`src/rtl/turn_sched.sv`:
```
// Turn scheduler: rotates a turn token among alive players, counts rounds and reports the last survivor.
// Optional feature macro: TURN_REVERSE_EN adds a reverse input and a dir output for descending play.
module turn_sched #(
  parameter int MAX_PLAYERS = 4,
  parameter int RW = 8,
  localparam int PW = $clog2(MAX_PLAYERS)
) (
  input  logic                   clk,
  input  logic                   rst,
  input  logic                   start,
  input  logic [PW:0]            num_players,
  input  logic                   advance,
  input  logic                   elim,
  input  logic [PW-1:0]          elim_id,
`ifdef TURN_REVERSE_EN
  input  logic                   reverse,
  output logic                   dir,
`endif
  output logic [PW-1:0]          turn,
  output logic                   playing,
  output logic [MAX_PLAYERS-1:0] alive,
  output logic [RW-1:0]          round_cnt,
  output logic                   winner_valid,
  output logic [PW-1:0]          winner,
  output logic                   err
);

  typedef enum logic [1:0] {
    IDLE = 2'd0,
    PLAY = 2'd1,
    DONE = 2'd2
  } state_t;

  localparam logic [PW:0] NP_MIN = (PW+1)'(2);
  localparam logic [PW:0] NP_MAX = (PW+1)'(MAX_PLAYERS);

  state_t state, state_n;

  logic                   adv_q;
  logic                   adv_rise;
  logic                   np_legal;
  logic                   start_ok;
  logic                   elim_ok;
  logic                   do_step;
  logic                   wrapped;
  logic                   dir_eff;
  logic                   last_one;
  logic [MAX_PLAYERS-1:0] alive_n;
  logic [MAX_PLAYERS-1:0] start_mask;
  logic [PW-1:0]          turn_step;
  logic [PW-1:0]          last_idx;

`ifdef TURN_REVERSE_EN
  logic dir_q;
  assign dir = dir_q;
`endif

  // Scans every other slot in order and lands on `from` itself last, so a
  // single-bit mask yields that bit's index from any starting point.
  function automatic logic [PW-1:0] next_alive(
    input logic [PW-1:0]          from,
    input logic [MAX_PLAYERS-1:0] mask,
    input logic                   desc
  );
    logic [PW-1:0] res;
    logic          found;
    int            idx;
    res   = from;
    found = 1'b0;
    for (int k = 1; k <= MAX_PLAYERS; k++) begin
      if (desc) begin
        idx = int'(from) - k;
        if (idx < 0) idx = idx + MAX_PLAYERS;
      end else begin
        idx = int'(from) + k;
        if (idx >= MAX_PLAYERS) idx = idx - MAX_PLAYERS;
      end
      if (!found && mask[PW'(idx)]) begin
        found = 1'b1;
        res   = PW'(idx);
      end
    end
    return res;
  endfunction

  always_comb begin
    adv_rise   = advance & ~adv_q;
    np_legal   = (num_players >= NP_MIN) && (num_players <= NP_MAX);
    start_ok   = (state != PLAY) && start && np_legal;
    start_mask = ~({MAX_PLAYERS{1'b1}} << num_players);
`ifdef TURN_REVERSE_EN
    dir_eff = (state == PLAY) ? (dir_q ^ reverse) : dir_q;
`else
    dir_eff = 1'b0;
`endif
    elim_ok = 1'b0;
    if ((state == PLAY) && elim && ({1'b0, elim_id} < NP_MAX))
      elim_ok = alive[elim_id];
    alive_n = alive;
    if (elim_ok)
      alive_n[elim_id] = 1'b0;
    // The step always starts from the old turn but skips over the freshly eliminated slot.
    do_step   = (state == PLAY) && (adv_rise || (elim_ok && (elim_id == turn)));
    turn_step = next_alive(turn, alive_n, dir_eff);
    wrapped   = dir_eff ? (turn_step >= turn) : (turn_step <= turn);
    last_one  = elim_ok && ($countones(alive_n) == 1);
    last_idx  = next_alive('0, alive_n, 1'b0);
  end

  always_ff @(posedge clk) begin
    if (!rst)
      state <= IDLE;
    else
      state <= state_n;
  end

  always_comb begin
    state_n = state;
    case (state)
      IDLE, DONE: if (start_ok) state_n = PLAY;
      PLAY:       if (last_one) state_n = DONE;
      default:    state_n = IDLE;
    endcase
  end

  always_comb begin
    playing      = (state == PLAY);
    winner_valid = (state == DONE);
  end

  always_ff @(posedge clk) begin
    if (!rst) begin
      adv_q     <= 1'b0;
      turn      <= '0;
      alive     <= '0;
      round_cnt <= '0;
      winner    <= '0;
      err       <= 1'b0;
`ifdef TURN_REVERSE_EN
      dir_q     <= 1'b0;
`endif
    end else begin
      adv_q <= advance;
      if (state != PLAY) begin
        if (start && np_legal) begin
          alive     <= start_mask;
          turn      <= '0;
          round_cnt <= '0;
          winner    <= '0;
          err       <= 1'b0;
`ifdef TURN_REVERSE_EN
          dir_q     <= 1'b0;
`endif
        end else if (start) begin
          err <= 1'b1;
        end
      end else begin
        alive <= alive_n;
`ifdef TURN_REVERSE_EN
        dir_q <= dir_eff;
`endif
        if (do_step) begin
          turn <= turn_step;
          if (wrapped && (round_cnt != {RW{1'b1}}))
            round_cnt <= round_cnt + 1'b1;
        end
        if (last_one)
          winner <= last_idx;
      end
    end
  end

endmodule

```
`config.mk`:
```
export PLATFORM = sky130hd
export DESIGN_NAME = turn_sched
export DESIGN_NICKNAME = d
export VERILOG_FILES = /design/src/rtl/turn_sched.sv
export SDC_FILE = /design/constraint.sdc
export NUM_CORES = 1
export LEC_CHECK = 0
export CORE_ASPECT_RATIO = 1.4
export CORE_UTILIZATION = 50
export CTS_BUF_LIST = sky130_fd_sc_hd__clkbuf_4 sky130_fd_sc_hd__clkbuf_8
export DETAILED_ROUTE_END_ITERATION = 8
export PLACE_DENSITY = 0.84
export RECOVER_POWER = 100
export SLEW_MARGIN = 20
export SYNTH_ARGS = -nofsm -noshare
export SYNTH_HDL_FRONTEND = slang
export SYNTH_SLANG_ARGS = --single-unit
```
`constraint.sdc`:
```
create_clock -name clk -period 4.1 [get_ports clk]
set_clock_uncertainty 0.2 [all_clocks]
set_input_delay 1.23 -clock clk [delete_from_list [all_inputs] [get_ports clk]]
set_output_delay 1.23 -clock clk [all_outputs]
set_load 0.005 [all_outputs]
```
; ---- Yosys cells after proc, flatten, opt, wreduce, memory -nomap -nowiden
; Index checks and enable logic that the tools add are counted.
[word_totals]
in_bits = 10
regBits = 20
out_inout_bits = 19
[classes]
muxes = 48
magnitude_cmp = 13
addsub = 12
bitwise_logic = 5
n_reduce_logical = 30
n_shift = 1
eq_ne = 9
[ops]
columns = operator, count
row1 = two-way mux 2 bit, 16
row2 = two-way mux 8 bit, 4
row3 = two-way mux 1 bit, 18
row4 = < comparator 2 x 4 -> 1 bit (second input constant), 4
row5 = logical AND 1 bit, 14
row6 = two-way mux 4 bit, 3
row7 = binary-select mux 1 bit (select 2 bit), 5
row8 = >= comparator 3 bit (second input constant), 3
row9 = adder 8 x 1 -> 8 bit (second input constant), 1
row10 = inequality test 8 bit (second input constant), 1
row11 = NOT 4 bit, 2
row12 = AND reduction 2 bit, 4
row13 = nonzero test 2 bit, 4
row14 = subtractor 2 x 1 -> 2 bit (second input constant), 4
row15 = adder 2 x 2 -> 3 bit (second input constant), 2
row16 = inequality test 2 x 1 -> 1 bit (second input constant), 3
row17 = adder 1 x 1 -> 2 bit, 2
row18 = adder 2 x 3 -> 4 bit (second input constant), 1
row19 = bitwise AND 4 bit, 1
row20 = >= comparator 4 x 3 -> 1 bit (second input constant), 1
row21 = logical NOT 1 bit, 4
row22 = case mux 2 bit (2 select lines), 1
row23 = << shifter 4 x 3 -> 4 bit (first input constant), 1
row24 = adder 2 x 1 -> 3 bit (second input constant), 1
row25 = other kinds (18), 18

; ---- Depth between registers and ports, before layout
; Gate-level depths: netlist of the first run.
[depth]
depth_word = 25
mapped_depth = 13
ltp_nobuf = 12

; ---- Worst setup path after synthesis of the first run
; Ideal clock, no wire load.
[synth_timing]
path_kind = input -> register
startpoint = input port elim
endpoint = register round_cnt[2]
t_arrival_ps = 3591
setup_slack_ps = 239
stages = 12
cell_sequence = nand4b_1 -> o21ai_0 -> nor2_1 -> a211oi_1 -> nor2_1 -> ha_1 -> nor2b_1 -> a2bb2oi_1 -> o31a_2 -> buf_6 -> or4_1 -> a21oi_1
[synth_via]
elab_chain_cells = 20
word_cells_on_any_way = 36
[synth_lines]
columns = item, line
row1 = from (decl), 13  ; input logic elim,
row2 = logical AND 1 bit *, 97  ; if ((state == PLAY) && elim && ({1'b0, elim_id} < NP_MAX))
row3 = two-way mux 1 bit *, 97
row4 = two-way mux 4 bit, 100  ; if (elim_ok)
row5 = binary-select mux 1 bit (select 2 bit), 78  ; if (!found && mask[PW'(idx)]) begin
row6 = two-way mux 1 bit (implied by the code) (2 in a row), 78
row7 = two-way mux 1 bit, 78
row8 = logical NOT 1 bit, 78
row9 = logical AND 1 bit, 78
row10 = (+3 left out), -
row11 = two-way mux 1 bit, 78
row12 = logical NOT 1 bit, 78
row13 = logical AND 1 bit, 78
row14 = two-way mux 2 bit, 78
row15 = <= comparator 2 bit, 105  ; wrapped = dir_eff ? (turn_step >= turn) : (turn_step <= turn);
row16 = logical AND 1 bit, 164  ; if (wrapped && (round_cnt != {RW{1'b1}}))
row17 = nonzero test 2 bit (no source line), -
row18 = AND reduction 3 bit (no source line) *, -
row19 = to (signal assigned), 165  ; round_cnt <= round_cnt + 1'b1;
row20 = to (decl), 22  ; output logic [RW-1:0] round_cnt,
; Mark *: on every way between the ends. The rest lies on a longest branch, timed or not. The select of a mux whose other input is x is not followed.
; A chain may end at the register's enable or synchronous reset.

; ---- Final worst setup path of the first run
[layout_timing]
startpoint = input port elim_id[1]
endpoint = register winner[0]
[layout_via]
elab_chain_cells = 13
word_cells_on_any_way = 25
[layout_lines]
columns = item, line
row1 = from (decl), 14  ; input logic [PW-1:0] elim_id,
row2 = < comparator 2 x 3 -> 1 bit (implied by the code) / >= comparator 2 x 1 -> 1 bit (equally long branches), 101  ; alive_n[elim_id] = 1'b0;
row3 = logical AND 1 bit (implied by the code), 101
row4 = two-way mux 1 bit (implied by the code), 101
row5 = demux 1 bit (select 2 bit), 101
row6 = NOT 4 bit (no source line), -
row7 = bitwise AND 4 bit (no source line), -
row8 = two-way mux 4 bit, 100
row9 = adder 1 x 1 -> 2 bit (implied by the code) / two-way mux 1 bit (equally long branches), "106, 78"
row10 = adder 2 x 2 -> 3 bit (implied by the code) / logical NOT 1 bit (equally long branches), "106, 78"
row11 = == test 3 x 1 -> 1 bit / logical AND 1 bit (equally long branches), "106, 78"
row12 = logical AND 1 bit / two-way mux 2 bit (equally long branches), "106, 78"
row13 = nonzero test 2 bit (no source line) / two-way mux 2 bit (equally long branches), -
row14 = AND reduction 2 bit (no source line) / two-way mux 2 bit (equally long branches), -
row15 = to (signal assigned), 168  ; winner <= last_idx;
row16 = to (decl), 24  ; output logic [PW-1:0] winner,
; Parallel ways exist; a longest one is shown, timed or not. The select of a mux whose other input is x is not followed.

==> impl_metrics.toml, run 1 <==
[routing]
wirelength_um = 3360
dr.first_iter.drc_count = 23
dr.pass1.iters = 8
wl_per_cell_um = 15.9
drc = 3
viasPerCell = 6.16
via_count = 1299
drtAntennaViolNets = 0

[cells_and_area]
n_fill_cell = 194
drive_above_1_share_pct = 20.2
area_delta_synth_final_pct = 35.8
antenna_cells = 0
final_core_util_pct = 71.1
nNetsFinal = 205

[floorplanning]
die_h_um = 60.9
core-area_mm2 = 0.00236
die_area_mm2 = 0.00268
die_w_um = 44.1
num_rows = 21
start_util_pct = 52.4
pin_count = 29

[place]
dpl.hpwl_um = 2390
place.gp.congestion = 0.894
numPortBuffers = 27

[critical_path]
critical_path.n_buffers_inverters = 3
rrSetupSlack_ns = 0.94
endpoint_kind = "register"
start_kind = "input pin"
required_ns = 4.12
path_common_cell = "ha_1"
crit_fanout = 4
reg2reg_to = "winner[0]$_SDFFE_PN0P_"
slowest_stage = "fa_1"
rr_worst_depth = 11
crit_chain = "dlygate4sd2_1, nand4bb_1, o21ai_2, clkbuf_1, inv_1, fa_1, ha_1, ha_1, nor3_1, nand4_1, and3_1, o21a_1"
crit_path_max_incr_delay_ns = 0.45
cp_top_family = "adder cells"
arrival_ns = 3.99
crit_type = "input pin to register"
r2r-start = "state[0]$_SDFFE_PN0P_"

[timing]
final-hold-violation-count = 0
worst_pin_slew_ns = 0.528
timing.final.crit_share_pct = 96.8
rsz0062_at_grt = "no"
fin_hold_ws_ns = 0.272
fmax_mhz = 252
slew_headroom_pct = 64.8
post-route-min-period_ns = 3.97
finalSetupViolCount = 0
report.final.slew_viol_count = 0

[clocking]
clkTransAtPathRegs_ns = 0.12
cts_buffers = 3
clock_latency_ns = 0.31
htreeDepth = 1
numClockSinks = 19
clk_path_buf_depth = 2
cts_tree = "built"
cts_root_buf = "clkbuf_4"
holdBufCountCts = 0

[flow_run]
cap_violations = 0

[logic_synthesis]
synth_top_area_cell = "dfxtp_1"
async_flop_share_pct = 0
netlist_area_mm2 = 0.00124
synth.area.top_cells = "dfxtp_1, ha_1, a21oi_1"
syn_area_per_cell_um2 = 8.60
synth_warnings = 0
synth_top_area_share_pct = 30.7
syn_nets = 160
syn_inst = 144
synth_ff_type = "dfxtp_1"
ys_types = 47
ys_ff_latch = 19
synth_edf_count = 0
ys_seq_area_share_pct = 30.7

[hold_path]
hold_end = "err$_SDFFE_PN0P_"
min-delay-start = "err$_SDFFE_PN0P_"
holdPathStages = 2
hp-class = "register to register"

[power]
p_leak_nw = 0.737
peakVddDrop_v = 0.000161
powerDensity_mw_per_mm2 = 251

[run_status]
violations = "design-rule violations"
outcome = "finished with violations"

[global_routing]
grt_pass1_wl_um = 5340
grt-ovfl-total = 0
grt_usage_pct = 26.9
grt_pass1_vias = 1228
grt_max_degree = 17
antenna_found_initial = 0
## report_power, final
part,internal [W],switching (W)
sequential,0.000191,0.00000723
combinational,0.0000633,0.0000597
clock,0.0000372,0.0000639
## cells by family after synthesis
family / synth area share (%)
AND/OR/NAND/NOR: 24.7
AO/OA/AOI/OAI: 25.8
flip-flops: 30.7
buffers and inverters: 8.59
adder cells (fa/ha/maj): 6.67
XOR/XNOR: 1.41
other: 0.303
multiplexers: 1.82
## synth_stat cells, types with 2 or more instances
cell type and count:
a21boi_0 4, a21o_1 2, a21oi_1 12, a2bb2oi_1 3
and2_1 2, and3_1 4, and4_1 2, buf_4 2
buf_6 4, clkbuf_1 2, dfxtp_1 19, ha_1 5
inv_1 8, nand2_1 9, nand2b_1 3, nand3_1 4
nand4_1 2, nor2_1 8, nor2b_1 2, o21ai_0 8
o31ai_1 6, or4_1 7, xnor2_1 2
## timing repair
item,4_1_cts,5_1_grt
gates cloned,1,0
gates resized for setup,8,8
setup buffers,1,1
setup endpoints to repair,8,5
hold endpoints to repair,0,0
pin swaps,4,4
## registers in the layout (all words and copies together) (netlist names)
register and flops:
state 2, err 1, alive 4, winner 1
turn 2, round_cnt 8, adv_q 1
## layer usage
layer | vias to the layer above | wire [um] | GRT usage (%)
li1 | 628 | - | -
met1 | 632 | 1300 | 27.2
met2 | 31 | 1880 | 52.3
met3 | 8 | 99 | 3.87
met4 | 0 | 80 | 13.4
met5 | - | 0 | 0
## per-stage QoR
step	TNS (ns)	area, um2	cells	power (W)	setup slack (ns)
4_1_cts	0	1670	210	0.000423	0.107
3_5_place_dp	-4.11	1610	204	0.000320	-0.509
6_report	0	1680	211	0.000422	0.132
5_1_grt	0	1680	211	0.000442	0.0140
3_3_place_gp	-2.91	1610	204	0.000315	-0.351
2_1_floorplan	0	1240	144	0.000266	0.239
## worst min-delay path: cells and delay by family, from the launching register on
| kind | cells | cell delay [ns] |
|---|---|---|
| compound gates | 1 | 0.04 |
| flops | 1 | 0.34 |
| simple gates | 1 | 0.07 |
## layout by cell type (no fill, tap or decap), types with 3 or more instances in the layout
| cell type | n |
|---|---|
| o21ai_0 | 6 |
| ha_1 | 4 |
| a21oi_2 | 4 |
| or4_1 | 5 |
| clkbuf_4 | 3 |
| o31ai_1 | 6 |
| nor2_1 | 8 |
| nand4_1 | 3 |
| and3_1 | 4 |
| a21boi_0 | 5 |
| clkbuf_1 | 3 |
| nand2b_1 | 3 |
| a21oi_1 | 8 |
| inv_1 | 8 |
| clkdlybuf4s50_1 | 4 |
| nand3_1 | 4 |
| nand2_1 | 9 |
| dlygate4sd3_1 | 20 |
| dfxtp_1 | 19 |
| buf_4 | 17 |
## worst max-delay path by stage
stage,slack (ns),to,start,cells past startpoint
6_report,0.13,winner[0]$_SDFFE_PN0P_,elim_id[1],12
3_3_place_gp,-0.35,round_cnt[7]$_SDFFE_PN0P_,elim_id[1],13
4_1_cts,0.11,round_cnt[6]$_SDFFE_PN0P_,elim_id[0],15
5_1_grt,0.01,round_cnt[6]$_SDFFE_PN0P_,elim_id[1],12
3_5_place_dp,-0.51,round_cnt[6]$_SDFFE_PN0P_,elim,13
2_1_floorplan,0.24,round_cnt[2]$_SDFFE_PN0P_,elim,12
## cell type report
| class | count | area (um2) | share of cell area [%] |
|---|---|---|---|
| repair buffers | 47 | 409 | 24.3 |
| clock inverters | 1 | 7.51 | 0.446 |
| flip-flops and latches | 19 | 380 | 22.6 |
| inverters | 9 | 35.0 | 2.08 |
| clock buffers | 3 | 22.5 | 1.34 |
| multi-input cells | 109 | 798 | 47.5 |
| well taps | 23 | 28.8 | 1.71 |
Note: power is estimated with default switching activity, not from simulation.
==> run 2, diff against run 1 <==
- DONT_BUFFER_PORTS: default -> 1
- PLACE_DENSITY: 0.84 -> 0.69
==> impl_metrics.toml, run 2 (synthesis gave the netlist of run 1 again) <==
[run_status]
outcome = "finished with violations"
violations = "design-rule violations"

[clocking]
ctsResizeCount = 0
htreeDepth = 1
clkTransAtPathRegs_ns = 0.11
cts_buffers = 3
clock_latency_ns = 0.30
numClockSinks = 19
post_cts_buffers = 0
cts_root_buf = "clkbuf_4"
cts_tree = "built"
clk_path_buf_depth = 2
holdBufCountCts = 0

[routing]
dr.pass1.iters = 6
via_count = 1080
viasPerCell = 6.47
drc = 3
wirelength_um = 2810
wl_per_cell_um = 16.8
drtAntennaViolNets = 0
dr.first_iter.drc_count = 17

[critical_path]
arrival_ns = 3.82
cp_top_family = "compound AO/OA/AOI/OAI gates"
r2r-start = "state[0]$_SDFFE_PN0P_"
rrSetupSlack_ns = 0.78
crit_fanout = 16
crit_cells = 11
critical_path.n_buffers_inverters = 0
crit_path_max_incr_delay_ns = 0.52
endpoint_kind = "register"
crit_type = "input pin to register"
reg2reg_to = "round_cnt[6]$_SDFFE_PN0P_"
crit_chain = "nand4b_1, o21ai_0, a2bb2oi_1, nor2_1, nor2_1, ha_1, nor2b_1, a2bb2oi_1, o31a_1, or4_1, a21oi_1"
required_ns = 4.13
slowest_stage = "or4_1"
start_kind = "input pin"
rr_worst_depth = 11

[power]
powerDensity_mw_per_mm2 = 301
p_leak_nw = 0.497
peakVddDrop_v = 0.000145

[cells_and_area]
layout_common_cells = "dfxtp_1, a21oi_1, nand2_1"
largest_reg_flops = 8
design_area_mm2 = 0.00124
area_delta_synth_final_pct = 0.202
largestRegisters = "round_cnt (8), alive (4)"
antenna_cells = 0
drive_above_1_share_pct = 7.64
layout.cells.most_common = "dfxtp_1"
n_fill_cell = 241
top_register = "round_cnt"
nNetsFinal = 161

[place]
dpl.hpwl_um = 2110
place.gp.congestion = 0.823
numPortBuffers = 0
placed_area_mm2 = 0.00123

[floorplanning]
core-area_mm2 = 0.00236
num_rows = 21
die_w_um = 44.1
die_h_um = 60.9
start_util_pct = 52.4
die_area_mm2 = 0.00268
pin_count = 29

[flow_run]
cap_violations = 0

[global_routing]
antenna_found_initial = 0
grt_pass1_wl_um = 4460
grt_usage_pct = 22.5
grt_pass1_vias = 1002
grt_max_degree = 17
grt-ovfl-total = 0

[hold_path]
hold_end = "err$_SDFFE_PN0P_"
min-delay-start = "err$_SDFFE_PN0P_"
holdPathStages = 2
hp-class = "register to register"

[timing]
slew_headroom_pct = 61.9
finalSetupViolCount = 0
worst_pin_slew_ns = 0.565
post-route-min-period_ns = 3.79
fmax_mhz = 264
timing.final.crit_share_pct = 92.5
rsz0062_at_grt = "no"
tns_ns = 0
final-hold-violation-count = 0
report.final.slew_viol_count = 0
run 2: cell count changes in the layout (fill, tap and decap cells not counted), moves of 4 or more:
cell | before | now
dlygate4sd3_1 | 20 | 0
buf_4 | 17 | 2
a21oi_1 | 8 | 12
a21oi_2 | 4 | 0
clkdlybuf4s50_1 | 4 | 0
run 2: worst max path at each step:
stage          startpoint                         to  slack, ns
6_report             elim  round_cnt[6]$_SDFFE_PN0P_       0.31
5_1_grt              elim  round_cnt[6]$_SDFFE_PN0P_       0.13
4_1_cts              elim  round_cnt[6]$_SDFFE_PN0P_       0.37
3_5_place_dp         elim  round_cnt[4]$_SDFFE_PN0P_       0.06
3_3_place_gp         elim  round_cnt[7]$_SDFFE_PN0P_       0.19
2_1_floorplan        elim  round_cnt[2]$_SDFFE_PN0P_       0.24
run 2: where the power goes:
part	leakage [nW]	internal (W)	switching, W
logic	0.324	0.0000309	0.0000414
clock network	0.0184	0.0000446	0.0000577
registers	0.154	0.000191	0.00000789
total	0.497	0.000266	0.000107
run 2: final cells by class:
cell class,count,area (um2),area share [%]
multi-input cells,108,744,60.0
repair buffers,4,22.5,1.81
flip-flops and latches,19,380,30.6
well taps,23,28.8,2.32
clock buffers,4,30.0,2.42
inverters,9,35.0,2.82
run 2: tightest hold or removal path, stage by stage (launching register included):
cell and delay [ns]:
dfxtp_1 0.37, a21oi_1 0.05, nor2_1 0.07
run 2: metrics by stage:
step	setup slack (ns)	hold WS [ns]	power [W]	std cells	util, %
finish	0.306	0.310	0.000373	167	52.5
global route	0.127	0.344	0.000395	167	52.5
floorplan	0.239	0.260	0.000266	144	-
CTS	0.369	0.321	0.000380	167	53.3
detailed placement	0.0565	0.294	0.000279	163	52.0
global placement	0.195	0.289	0.000277	163	52.0
run 2: per-layer routing:
metal  share of wire [%]  global-route usage, %
met2                  52                   40.3
met1                  41                   24.8
met5                   0                      0
met3                 5.1                   5.36
met4                 1.7                   10.4
==> run 3, diff against run 2 <==
- CORE_MARGIN: default -> 2
==> impl_metrics.toml, run 3 (synthesis gave the netlist of run 1 again) <==
[run_status]
outcome = "completed"

[timing]
report.final.slew_viol_count = 0
final-hold-violation-count = 0
timing.final.crit_share_pct = 90.0
post-route-min-period_ns = 3.69
fmax_mhz = 271
rsz0062_at_grt = "no"
tns_ns = 0
fin_hold_ws_ns = 0.307
finalSetupViolCount = 0

[routing]
viasPerCell = 6.37
dr.first_iter.drc_count = 9
met1Wirelength_um = 1070
wirelength_um = 2710
drtAntennaViolNets = 0
via_count = 1064
top_layer = "met4"
met2WireLength_um = 1460
wl_met3_um = 140
drc = 0
dr.pass1.iters = 4
wl_per_cell_um = 16.2

[clocking]
cts_buffers = 3
holdBufCountCts = 0
clock_latency_ns = 0.29
cts_root_buf = "clkbuf_4"
clkTransAtPathRegs_ns = 0.11
post_cts_buffers = 0
clk_path_buf_depth = 2
htreeDepth = 1
ctsResizeCount = 0
cts_tree = "built"
numClockSinks = 19

[floorplanning]
die_h_um = 62.9
pin_count = 29
die_area_mm2 = 0.00290
die_w_um = 46.1
start_util_pct = 52.4
num_rows = 21
core-area_mm2 = 0.00236

[power]
powerDensity_mw_per_mm2 = 293
peakVddDrop_v = 0.000121
p_switching_w = 0.000105
p_sw_share_pct = 28.9
comb_power_share_pct = 19.6
power.share.sequential_pct = 54.9
internal_power_w = 0.000258
p_leak_nw = 0.495
clkPwrFrac_pct = 25.5

[place]
dpl.hpwl_um = 2130
dp.cells = 163
place.gp.congestion = 0.809
placed_area_mm2 = 0.00123
numPortBuffers = 0

[critical_path]
endpoint_kind = "register"
crit_type = "input pin to register"
start_kind = "input pin"
reg2reg_to = "round_cnt[7]$_SDFFE_PN0P_"
rr_worst_depth = 13
r2r-start = "state[0]$_SDFFE_PN0P_"
crit_fanout = 16
cp-endpoint = "round_cnt[7]$_SDFFE_PN0P_"
required_ns = 4.12
rrSetupSlack_ns = 0.89
arrival_ns = 3.71
setup.worst_path.start = "elim"

[global_routing]
grt_pass1_vias = 1052
grt_max_degree = 17
antenna_found_initial = 0
grt-ovfl-total = 0
grt_pass1_wl_um = 4540
grt_usage_pct = 20.3

[cells_and_area]
drive_above_1_share_pct = 7.64
n_fill_cell = 252
area_delta_synth_final_pct = 0.000161
layout_common_cells = "dfxtp_1, a21oi_1, nand2_1"
antenna_cells = 0
nNetsFinal = 161
final_cells = 167
largest_reg_flops = 8
layout.cells.most_common = "dfxtp_1"
design_area_mm2 = 0.00124
top_register = "round_cnt"
largestRegisters = "round_cnt (8), alive (4)"

[hold_path]
hp-class = "register to register"

[flow_run]
cap_violations = 0
==> run 3: worst min path at each step <==
stage / startpoint / cells after the start / to / slack, ns
2_1_floorplan: err$_SDFFE_PN0P_ / 2 / err$_SDFFE_PN0P_ / 0.26
3_3_place_gp: err$_SDFFE_PN0P_ / 2 / err$_SDFFE_PN0P_ / 0.29
3_5_place_dp: err$_SDFFE_PN0P_ / 2 / err$_SDFFE_PN0P_ / 0.29
4_1_cts: err$_SDFFE_PN0P_ / 2 / err$_SDFFE_PN0P_ / 0.32
5_1_grt: err$_SDFFE_PN0P_ / 2 / err$_SDFFE_PN0P_ / 0.34
6_report: err$_SDFFE_PN0P_ / 2 / err$_SDFFE_PN0P_ / 0.31
==> run 3: layout make-up <==
cell class | instances | area, um2 | share of cell area [%]
well taps | 23 | 28.8 | 2.32
inverters | 9 | 35.0 | 2.83
clock inverters | 1 | 5.00 | 0.404
flip-flops and latches | 19 | 380 | 30.7
clock buffers | 3 | 22.5 | 1.82
multi-input cells | 108 | 744 | 60.1
repair buffers | 4 | 22.5 | 1.82
==> run 3: worst max-delay path, cell delays in order <==
cell and delay, ns:
nand4b_1 0.10, o21ai_0 0.23, clkbuf_1 0.20, inv_1 0.09, a2bb2oi_1 0.15, o21ai_0 0.11
a21oi_1 0.15, ha_1 0.16, nor2b_1 0.04, a2bb2oi_1 0.12, o31a_1 0.43, or4_1 0.52
a21oi_1 0.16
==> run 3: power groups by stage <==
stage | logic [W] | registers [W] | clock network (W)
after floorplan | 0.0000655 | 0.000200 | 0
after global placement | 0.0000737 | 0.000203 | 0
after detailed placement | 0.0000747 | 0.000204 | 0
after CTS | 0.0000752 | 0.000199 | 0.0000963
after global routing | 0.0000805 | 0.000201 | 0.000109
final | 0.0000711 | 0.000199 | 0.0000925
==> run 3: per-layer routing <==
| metal | vias up | GRT usage (%) |
|---|---|---|
| li1 | 533 | - |
| met1 | 502 | 22.9 |
| met2 | 25 | 35.6 |
| met3 | 4 | 4.34 |
| met4 | 0 | 6.43 |
| met5 | - | 0 |
==> run 3: stage by stage <==
stage	utilization, %	setup slack (ns)	power, W
2_1_floorplan	-	0.239	0.000266
3_3_place_gp	52.0	0.172	0.000277
3_5_place_dp	52.0	0.167	0.000278
4_1_cts	53.2	0.475	0.000371
5_1_grt	52.4	0.193	0.000391
6_report	52.4	0.409	0.000363
